### src/rtl/irq_pkg.sv
// rtl/irq_pkg.sv - shared FSM state codes, register select codes and width helper for the interrupt controller
package irq_pkg;

  // Controller FSM states
  localparam logic [1:0] ST_IDLE    = 2'd0;
  localparam logic [1:0] ST_REQUEST = 2'd1;
  localparam logic [1:0] ST_SERVICE = 2'd2;

  // cfg_sel register codes
  localparam logic [1:0] CFG_MASK     = 2'd0;
  localparam logic [1:0] CFG_MODE     = 2'd1;
  localparam logic [1:0] CFG_PEND_CLR = 2'd2;
  localparam logic [1:0] CFG_PEND_SET = 2'd3;

  // Channel index width; a single-channel build still needs a 1-bit id
  function automatic int id_width(input int n);
    return (n > 1) ? $clog2(n) : 1;
  endfunction

endpackage

### src/rtl/irq_prio_enc.sv
// rtl/irq_prio_enc.sv - fixed-priority encoder, lowest set index wins
// Ports:
//   req  in  NUM_IRQ  candidate request bits
//   any  out 1        at least one request bit is set
//   idx  out ID_W     index of the lowest set request bit (0 when none)
module irq_prio_enc
  import irq_pkg::*;
#(
  parameter int NUM_IRQ = 24,
  parameter int ID_W    = id_width(NUM_IRQ)
) (
  input  logic [NUM_IRQ-1:0] req,
  output logic               any,
  output logic [ID_W-1:0]    idx
);

  // Scan from the top down so the lowest set index is the last write
  always_comb begin
    any = |req;
    idx = '0;
    for (int i = NUM_IRQ - 1; i >= 0; i--) begin
      if (req[i]) idx = ID_W'(i);
    end
  end

endmodule

### src/rtl/irq_controller.sv
// rtl/irq_controller.sv - prioritised interrupt controller with edge/level channels and vectored request
// Ports:
//   clk         in  1        clock, rising edge
//   rst         in  1        asynchronous active-low reset
//   irq         in  NUM_IRQ  asynchronous interrupt request lines
//   cfg_we      in  1        configuration write strobe
//   cfg_sel     in  2        register select: mask, mode, pending-clear, pending-set
//   cfg_wdata   in  NUM_IRQ  configuration write data
//   cfg_rdata   out NUM_IRQ  mask / mode / pending / pending for cfg_sel 0..3
//   irq_req     out 1        interrupt request to the processor
//   irq_ack     in  1        processor acknowledge pulse
//   irq_id      out ID_W     channel being requested or serviced
//   irq_vector  out ADDR_W   VECTOR_BASE + irq_id * VECTOR_STRIDE
//   eoi         in  1        end-of-interrupt pulse
//   busy        out 1        high while servicing
module irq_controller
  import irq_pkg::*;
#(
  parameter int                NUM_IRQ       = 24,
  parameter int                ADDR_W        = 24,
  parameter logic [ADDR_W-1:0] VECTOR_BASE   = ADDR_W'(24'o00000100),
  parameter int unsigned       VECTOR_STRIDE = 4,
  parameter int                ID_W          = id_width(NUM_IRQ)
) (
  input  logic               clk,
  input  logic               rst,
  input  logic [NUM_IRQ-1:0] irq,
  input  logic               cfg_we,
  input  logic [1:0]         cfg_sel,
  input  logic [NUM_IRQ-1:0] cfg_wdata,
  output logic [NUM_IRQ-1:0] cfg_rdata,
  output logic               irq_req,
  input  logic               irq_ack,
  output logic [ID_W-1:0]    irq_id,
  output logic [ADDR_W-1:0]  irq_vector,
  input  logic               eoi,
  output logic               busy
);

  logic [NUM_IRQ-1:0] sync1, sync2, sync_prev;
  logic [NUM_IRQ-1:0] mask, mode, pending;
  logic [NUM_IRQ-1:0] rise, clr_v, set_v, pend_next, elig;
  logic [1:0]         state;
  logic [ID_W-1:0]    id;
  logic               win_any;
  logic [ID_W-1:0]    win_idx;

  // Two-flop synchronizer plus a history flop for edge detection
  always_ff @(posedge clk or negedge rst) begin
    if (!rst) begin
      sync1     <= '0;
      sync2     <= '0;
      sync_prev <= '0;
    end else begin
      sync1     <= irq;
      sync2     <= sync1;
      sync_prev <= sync2;
    end
  end

  assign rise = sync2 & ~sync_prev;

  // Edge channels: set sources (edge, pending-set) override clear sources
  // (pending-clear, acknowledge). Level channels simply track sync2.
  always_comb begin
    clr_v = '0;
    set_v = rise;
    if (cfg_we && cfg_sel == CFG_PEND_CLR) clr_v = cfg_wdata;
    if (cfg_we && cfg_sel == CFG_PEND_SET) set_v = rise | cfg_wdata;
    if (state == ST_REQUEST && irq_ack) clr_v[id] = 1'b1;
    pend_next = (mode & sync2) | (~mode & ((pending & ~clr_v) | set_v));
  end

  always_ff @(posedge clk or negedge rst) begin
    if (!rst) begin
      pending <= '0;
      mask    <= '0;
      mode    <= '0;
    end else begin
      pending <= pend_next;
      if (cfg_we && cfg_sel == CFG_MASK) mask <= cfg_wdata;
      if (cfg_we && cfg_sel == CFG_MODE) mode <= cfg_wdata;
    end
  end

  assign elig = pending & mask;

  irq_prio_enc #(
    .NUM_IRQ (NUM_IRQ),
    .ID_W    (ID_W)
  ) u_prio_enc (
    .req (elig),
    .any (win_any),
    .idx (win_idx)
  );

  // The winner is latched on leaving IDLE and held until the next arbitration
  always_ff @(posedge clk or negedge rst) begin
    if (!rst) begin
      state <= ST_IDLE;
      id    <= '0;
    end else begin
      case (state)
        ST_IDLE: begin
          if (win_any) begin
            id    <= win_idx;
            state <= ST_REQUEST;
          end
        end
        ST_REQUEST: begin
          // Acknowledge wins over a same-cycle loss of eligibility
          if (irq_ack)       state <= ST_SERVICE;
          else if (!elig[id]) state <= ST_IDLE;
        end
        ST_SERVICE: begin
          if (eoi) state <= ST_IDLE;
        end
        default: state <= ST_IDLE;
      endcase
    end
  end

  always_comb begin
    case (cfg_sel)
      CFG_MASK: cfg_rdata = mask;
      CFG_MODE: cfg_rdata = mode;
      default:  cfg_rdata = pending;
    endcase
  end

  assign irq_req    = (state == ST_REQUEST);
  assign busy       = (state == ST_SERVICE);
  assign irq_id     = id;
  assign irq_vector = VECTOR_BASE + ADDR_W'(id) * ADDR_W'(VECTOR_STRIDE);

endmodule

### config.mk
export PLATFORM = sky130hd
export DESIGN_NAME = irq_controller
export DESIGN_NICKNAME = d
export VERILOG_FILES = /design/src/rtl/irq_pkg.sv /design/src/rtl/irq_prio_enc.sv /design/src/rtl/irq_controller.sv
export SDC_FILE = /design/constraint.sdc
export NUM_CORES = 1
export LEC_CHECK = 0
export ABC_AREA = 1
export CAP_MARGIN = 5
export CORE_AREA = 2 2 110 112
export DETAILED_ROUTE_END_ITERATION = 16
export DIE_AREA = 0 0 112 114
export PLACE_DENSITY = 0.95
export SLEW_MARGIN = 0
export SYNTH_ARGS = -nofsm -noshare
export SYNTH_HDL_FRONTEND = slang
export SYNTH_SLANG_ARGS = --single-unit
### constraint.sdc
create_clock -name clk -period 4.4 [get_ports clk]
set_input_delay 0.66 -clock clk [delete_from_list [all_inputs] [get_ports clk]]
set_output_delay 0.66 -clock clk [all_outputs]
set_load 0.03 [all_outputs]
==> metrics.csv, run 1 <==
stage,metric,value,unit
routing,first_pass_iters,8,
yosys,syn-instance-count,718,
clock_network,clockBufferDepth,2,
setup_path,end_kind,output port,
clock_network,cts_inserted_buffers,17,
power,power.density,573,nW/µm²
grt,grt_pass1_vias,5377,
floorplanning,rows,40,
grt,grt_pass1_wl,26.3,mm
setup_path,critical_path.slowest_cell,clkdlybuf4s50_1,
sta,rsz0062_at_grt,no,
grt,antenna_found_initial,1,
floorplanning,die-width,112,µm
sta,relSlewSlack,0.346,
routing,met1Wirelength,6.50,mm
status,status,"complete, no violations",
sta,worst_pin_slew,977,ps
routing,viasPerCell,5.70,
clock_network,ctsHoldBuffers,0,
clock_network,cts_tree,done,
yosys,ys_ff_latch,151,
sta,timing.setup.tns,0,ps
setup_path,critPathTopFamily,buffers and inverters,
yosys,synth_cell_type_count,29,
sta,finalSetupViolations,0,
routing,wl,16.4,mm
clock_network,clkLatencyLatePin,430,ps
setup_path,crit_chain,clkdlybuf4s50_1 > inv_2 > nor2_1 > inv_1 > o221ai_1 > buf_4,
yosys,ys_warn_count,0,
clock_network,post_cts_resized,0,
floorplanning,dieArea,12800,µm²
sta,slew_violations,0,
placement,portBuffers,91,
floorplanning,core-area,11700,µm²
routing,drcViolationCount,0,
yosys,synth_top_area_cell,dfrtp_1,
clock_network,cts-root-buf,clkbuf_16,
yosys,synth_enable_flop_cells,0,
setup_path,critPathMaxFanout,23,
min_path,min_path_type,in2async,
grt,track_usage,0.267,
setup_path,crit_path_start_kind,input pin,
cells_and_area,diodes,0,
power,cellLeakagePower,0.00382,µW
grt,grt_start_max_net_pins,101,
routing,wl_met2,7.80,mm
power,peakVddDrop,0.429,mV
cells_and_area,final_util,0.686,
sta,period_needed,3200,ps
yosys,ys_seq_area_frac,0.583,
setup_path,cp_data_arrival_time,2540,ps
sta,fin_crit_sh,0.727,
yosys,avgSynthCellArea,9.02,µm²
grt,grt_overflow_total,0,
setup_path,path_buf_inv,4,
cells_and_area,num-nets-final,863,
routing,wl_per_cell,17.0,µm
setup_path,max_stage_delay,500,ps
routing,maxUsedRoutingLayer,met4,
yosys,syn_area,6480,µm²
cells_and_area,fillerInstances,879,
sta,max_freq,313,MHz
clock_network,path_clk_slew,60,ps
routing,via_count,5513,
clock_network,htreeDepth,4,
sta,final_hold_viol_count,0,
routing,wl_met3,1.47,mm
floorplanning,start_util,0.553,
routing,ant_nets,0,
cells_and_area,fin_cells,968,
clock_network,clkSinkCount,151,
job,cap_viol_max_count,0,
setup_path,crit_required,3740,ps
floorplanning,boundaryPins,110,
placement,dp_cells,936,
yosys,synth.top_cell.area_share,0.583,
placement,hpwl,10.6,mm
setup_path,critical_path_class,in2out,
sta,skew,9.91,ps
yosys,ys_top_cells_by_area,"dfrtp_1, nand2_1, o21ai_1, inv_1, o21ai_0",
cells_and_area,drive_gt1_frac,0.118,
routing,first_iter_violations,487,
floorplanning,dieHeight,114,µm
placement,dp_slack,1260,ps
yosys,ys_async_sr_fraction,1.00,
clock_network,cts_setup_buffers,0,
cells_and_area,area_growth,23.9,%
yosys,synth_ff_type,dfrtp_1,
sta,fin_ws,1200,ps
placement,gp_congestion,0.962,
==> cell usage after synthesis, drive strengths merged, types with 4 or more instances <==
master,instances
a31oi,8
nor3,8
nand2,211
o31ai,4
inv,81
nand3,4
dfrtp,151
o211ai,8
a21oi,19
o221ai,10
nand4,4
clkbuf,18
a32o,9
a22oi,8
nor2,35
buf,25
o21ai,107
==> stage by stage <==
step	hold WS [ps]	instance area [µm²]	total power (µW)
final	342	8030	4600
after global routing	355	8030	4810
after CTS	346	8030	4590
after detailed placement	335	7400	3040
after global placement	332	7400	3000
after floorplan	331	6540	2610
==> path summary, 6_finish.rpt <==
path / cells past startpoint / from / slack, ps / endpoint
max: 6 / cfg_sel[0] / 1200 / cfg_rdata[2]
min: 1 / rst / 340 / sync1[15]$_DFF_PN0_
max reg2reg: 8 / irq_id[1]$_DFFE_PN0P_ / 2140 / pending[10]$_DFF_PN0_
min reg2reg: 0 / sync1[20]$_DFF_PN0_ / 350 / sync2[20]$_DFF_PN0_
max in group asynchronous: 2 / rst / 3150 / mask[8]$_DFFE_PN0P_
min in group clk: 0 / sync1[20]$_DFF_PN0_ / 350 / sync2[20]$_DFF_PN0_
==> layout make-up <==
class | instances | area, µm² | area share
sequential | 151 | 3780 | 0.471
multi-input combinational | 459 | 2210 | 0.275
timing repair buffer | 97 | 922 | 0.115
clock buffer | 20 | 457 | 0.0569
inverter | 82 | 308 | 0.0383
tap | 147 | 184 | 0.0229
clock inverter | 12 | 173 | 0.0215
==> layer usage <==
metal,GRT usage,vias up
met5,0,-
met4,0.137,0
met3,0.0733,60
met2,0.426,350
met1,0.338,2599
li1,-,2504
==> cell usage in the layout (no fill, tap or decap), drive strengths merged <==
| master | instances |
|---|---|
| nand2 | 211 |
| a22oi | 8 |
| o31ai | 4 |
| a22o | 3 |
| dfrtp | 151 |
| conb | 18 |
| a221oi | 1 |
| bufinv | 4 |
| o21ai | 107 |
| a21boi | 1 |
| clkbuf | 20 |
| nor2 | 35 |
| o221ai | 10 |
| o211ai | 8 |
| clkinvlp | 2 |
| clkdlybuf4s50 | 66 |
| nor3 | 8 |
| a31oi | 8 |
| nand4 | 4 |
| a32o | 9 |
| a21oi | 19 |
| buf | 31 |
| inv | 82 |
| o21a | 1 |
| clkinv | 6 |
| nand3 | 4 |
==> power breakdown <==
group | total, µW | internal (µW) | switching, µW
Clock | 1530 | 976 | 557
Combinational | 1330 | 475 | 853
Sequential | 1740 | 1570 | 166
==> kinds of logic (layout without fill, tap and decap cells) <==
kind of cell | count (synthesis) | after routing | share of synthesized area
and+or+nand+nor | 262 | 262 | 0.165
AOI/OAI and AO/OA | 179 | 179 | 0.165
DFF | 151 | 151 | 0.583
buffers and inverters | 125 | 211 | 0.0861
other | 1 | 18 | 0.000579
==> state kept, by name, indices dropped and copies added (netlist names) <==
register   count
mode          24
pending       24
state          2
sync1         24
sync_prev     24
mask          24
sync2         24
irq_id         5
Power figures use the tool's default switching activity.
==> run 2: changes to the inputs <==
--- a/config.mk
+++ b/config.mk
@@ -7,10 +7,10 @@
 export LEC_CHECK = 0
 export ABC_AREA = 1
 export CAP_MARGIN = 5
-export CORE_AREA = 2 2 110 112
+export CORE_AREA = 2 2 114 116
 export DETAILED_ROUTE_END_ITERATION = 16
-export DIE_AREA = 0 0 112 114
-export PLACE_DENSITY = 0.95
+export DIE_AREA = 0 0 116 118
+export PLACE_DENSITY = 0.91
 export SLEW_MARGIN = 0
 export SYNTH_ARGS = -nofsm -noshare
 export SYNTH_HDL_FRONTEND = slang
==> constraint.sdc (replaced) <==
create_clock -name clk -period 3.26 [get_ports clk]
set_input_delay 0.489 -clock clk [delete_from_list [all_inputs] [get_ports clk]]
set_output_delay 0.489 -clock clk [all_outputs]
set_load 0.03 [all_outputs]
==> run 2 against run 1 <==
  * Count of clock-buffer cells in the layout decreased by 1
  * Critical path depth unchanged
  * Sequential cell count unchanged
  * Clock skew fell by 0.62 ps
  * Sequential power rose by 36%
  * Power rose by 38%
  * Critical path type unchanged
==> metrics.csv, run 2 (synthesized netlist as in run 1, its figures left out) <==
stage,metric,value,unit,change
cells_and_area,final_common_cell,nand2_1,,unchanged
floorplanning,start_util,0.522,,was 0.553
grt,grt_pass1_vias,5546,,was 5377
setup_path,max_stage_delay,520,ps,was 500 ps
power,finalPower,6360,µW,was 4600 µW
sta,final_hold_viol_count,0,,unchanged
cells_and_area,layout_common_cells,"nand2_1, dfrtp_1, o21ai_1, clkdlybuf4s50_1, inv_1",,unchanged
grt,grt_overflow_total,0,,unchanged
grt,grt_pass1_wl,27.2,mm,was 26.3 mm
routing,drcViolationCount,0,,unchanged
power,power.density,778,nW/µm²,was 573 nW/µm²
setup_path,critical_path_class,in2out,,unchanged
sta,timing.setup.tns,0,ps,unchanged
routing,wl_per_cell,16.8,µm,was 17.0 µm
setup_path,timing.rr.start,irq_id[1]$_DFFE_PN0P_,,unchanged
cells_and_area,area_growth,26.2,%,was 23.9%
routing,first_pass_iters,7,,was 8
setup_path,rrSetupSlack,1070,ps,was 2140 ps
floorplanning,dieHeight,118,µm,was 114 µm
setup_path,end_kind,output port,,unchanged
floorplanning,rows,41,,was 40
sta,finalSetupViolations,0,,unchanged
setup_path,rr_worst_depth,8,,unchanged
job,cap_viol_max_count,0,,unchanged
cells_and_area,seq_area,3780,µm²,unchanged
setup_path,r2r-end,pending[6]$_DFF_PN0_,,was pending[10]$_DFF_PN0_
floorplanning,boundaryPins,110,,unchanged
routing,ant_nets,0,,unchanged
placement,hpwl,11.2,mm,was 10.6 mm
sta,max_freq,347,MHz,
sta,slew_violations,0,,unchanged
sta,relSlewSlack,0.402,,was 0.346
routing,first_iter_violations,602,,was 487
power,peakVddDrop,0.511,mV,was 0.429 mV
placement,portBuffers,91,,unchanged
clock_network,path_clk_slew,60,ps,about the same
setup_path,critical_path.slowest_cell,o21ai_0,,was clkdlybuf4s50_1
setup_path,crit_chain,clkdlybuf4s50_1 > inv_2 > nor2_1 > inv_1 > o21ai_0 > buf_4,,was clkdlybuf4s50_1 > inv_2 > nor2_1 > inv_1 > o221ai_1 > buf_4
cells_and_area,multiInputGateArea,2210,µm²,about the same
setup_path,cp_data_arrival_time,2390,ps,was 2540 ps
clock_network,clkLatencyLatePin,430,ps,about the same
placement,dp_cells,966,,was 936
status,status,"complete, no violations",,unchanged
cells_and_area,drive_gt1_frac,0.122,,was 0.118
cells_and_area,num-nets-final,868,,was 863
grt,antenna_found_initial,0,,was 1
clock_network,ctsHoldBuffers,0,,unchanged
setup_path,crit_path_start_kind,input pin,,unchanged
floorplanning,die-width,116,µm,was 112 µm
floorplanning,dieArea,13700,µm²,was 12800 µm²
setup_path,path_buf_inv,4,,unchanged
routing,via_count,5570,,was 5513
setup_path,critPathMaxFanout,23,,unchanged
sta,rsz0062_at_grt,no,,unchanged
grt,grt_start_max_net_pins,74,,was 101
setup_path,crit_required,2770,ps,was 3740 ps
sta,skew,9.29,ps,was 9.91 ps
clock_network,cts_inserted_buffers,17,,unchanged
placement,dp_slack,490,ps,was 1260 ps
cells_and_area,fin_cells,998,,was 968
clock_network,clkSinkCount,151,,unchanged
clock_network,cts_setup_buffers,0,,unchanged
sta,fin_crit_sh,0.884,,
power,cellLeakagePower,0.00387,µW,was 0.00382 µW
sta,fin_ws,379,ps,was 1200 ps
cells_and_area,diodes,0,,unchanged
clock_network,cts_tree,done,,unchanged
min_path,min_path_type,in2async,,unchanged
clock_network,cts-root-buf,clkbuf_16,,unchanged
clock_network,post_cts_resized,0,,unchanged
clock_network,clockBufferDepth,2,,unchanged
routing,wl,16.8,mm,was 16.4 mm
placement,gp_congestion,0.935,,was 0.962
routing,viasPerCell,5.58,,was 5.70
sta,hold_slack,69.8,ps,was 342 ps
cells_and_area,fillerInstances,936,,was 879
setup_path,critPathTopFamily,buffers and inverters,,unchanged
grt,track_usage,0.259,,was 0.267
sta,period_needed,2880,ps,
clock_network,htreeDepth,4,,unchanged
floorplanning,core-area,12400,µm²,was 11700 µm²
sta,worst_pin_slew,895,ps,was 977 ps
run 2: power breakdown:
part,switching [µW],internal (µW)
Sequential,235,2120
Combinational,1150,653
Clock,754,1450
run 2: layout make-up:
class                      instances  share of cell area
sequential                       151               0.462
multi-input combinational        459               0.270
timing repair buffer             102               0.122
clock buffer                      19              0.0542
inverter                          82              0.0377
clock inverter                    13              0.0277
tap                              172              0.0263
run 2: metal layers:
| metal | routed length (µm) | share of wire | GRT usage |
|---|---|---|---|
| met5 | 0 | 0 | 0 |
| met4 | 736 | 0.044 | 0.127 |
| met3 | 1720 | 0.10 | 0.0783 |
| met1 | 6530 | 0.39 | 0.339 |
| met2 | 7790 | 0.46 | 0.393 |
run 2: stage by stage:
stage | utilization | instance area, µm²
after global placement | 0.605 | 7500
after floorplan | - | 6540
after detailed placement | 0.605 | 7500
after CTS | 0.658 | 8170
final | 0.658 | 8170
after global routing | 0.658 | 8170
run 2: worst max path at each step:
stage,start,to,slack [ps],cells past startpoint
final,cfg_sel[0],cfg_rdata[3],380,6
after global routing,cfg_sel[0],cfg_rdata[3],340,6
after global placement,cfg_sel[0],cfg_rdata[3],550,6
after CTS,cfg_sel[0],cfg_rdata[3],460,6
after floorplan,cfg_sel[1],cfg_rdata[13],990,5
after detailed placement,cfg_sel[0],cfg_rdata[3],490,6
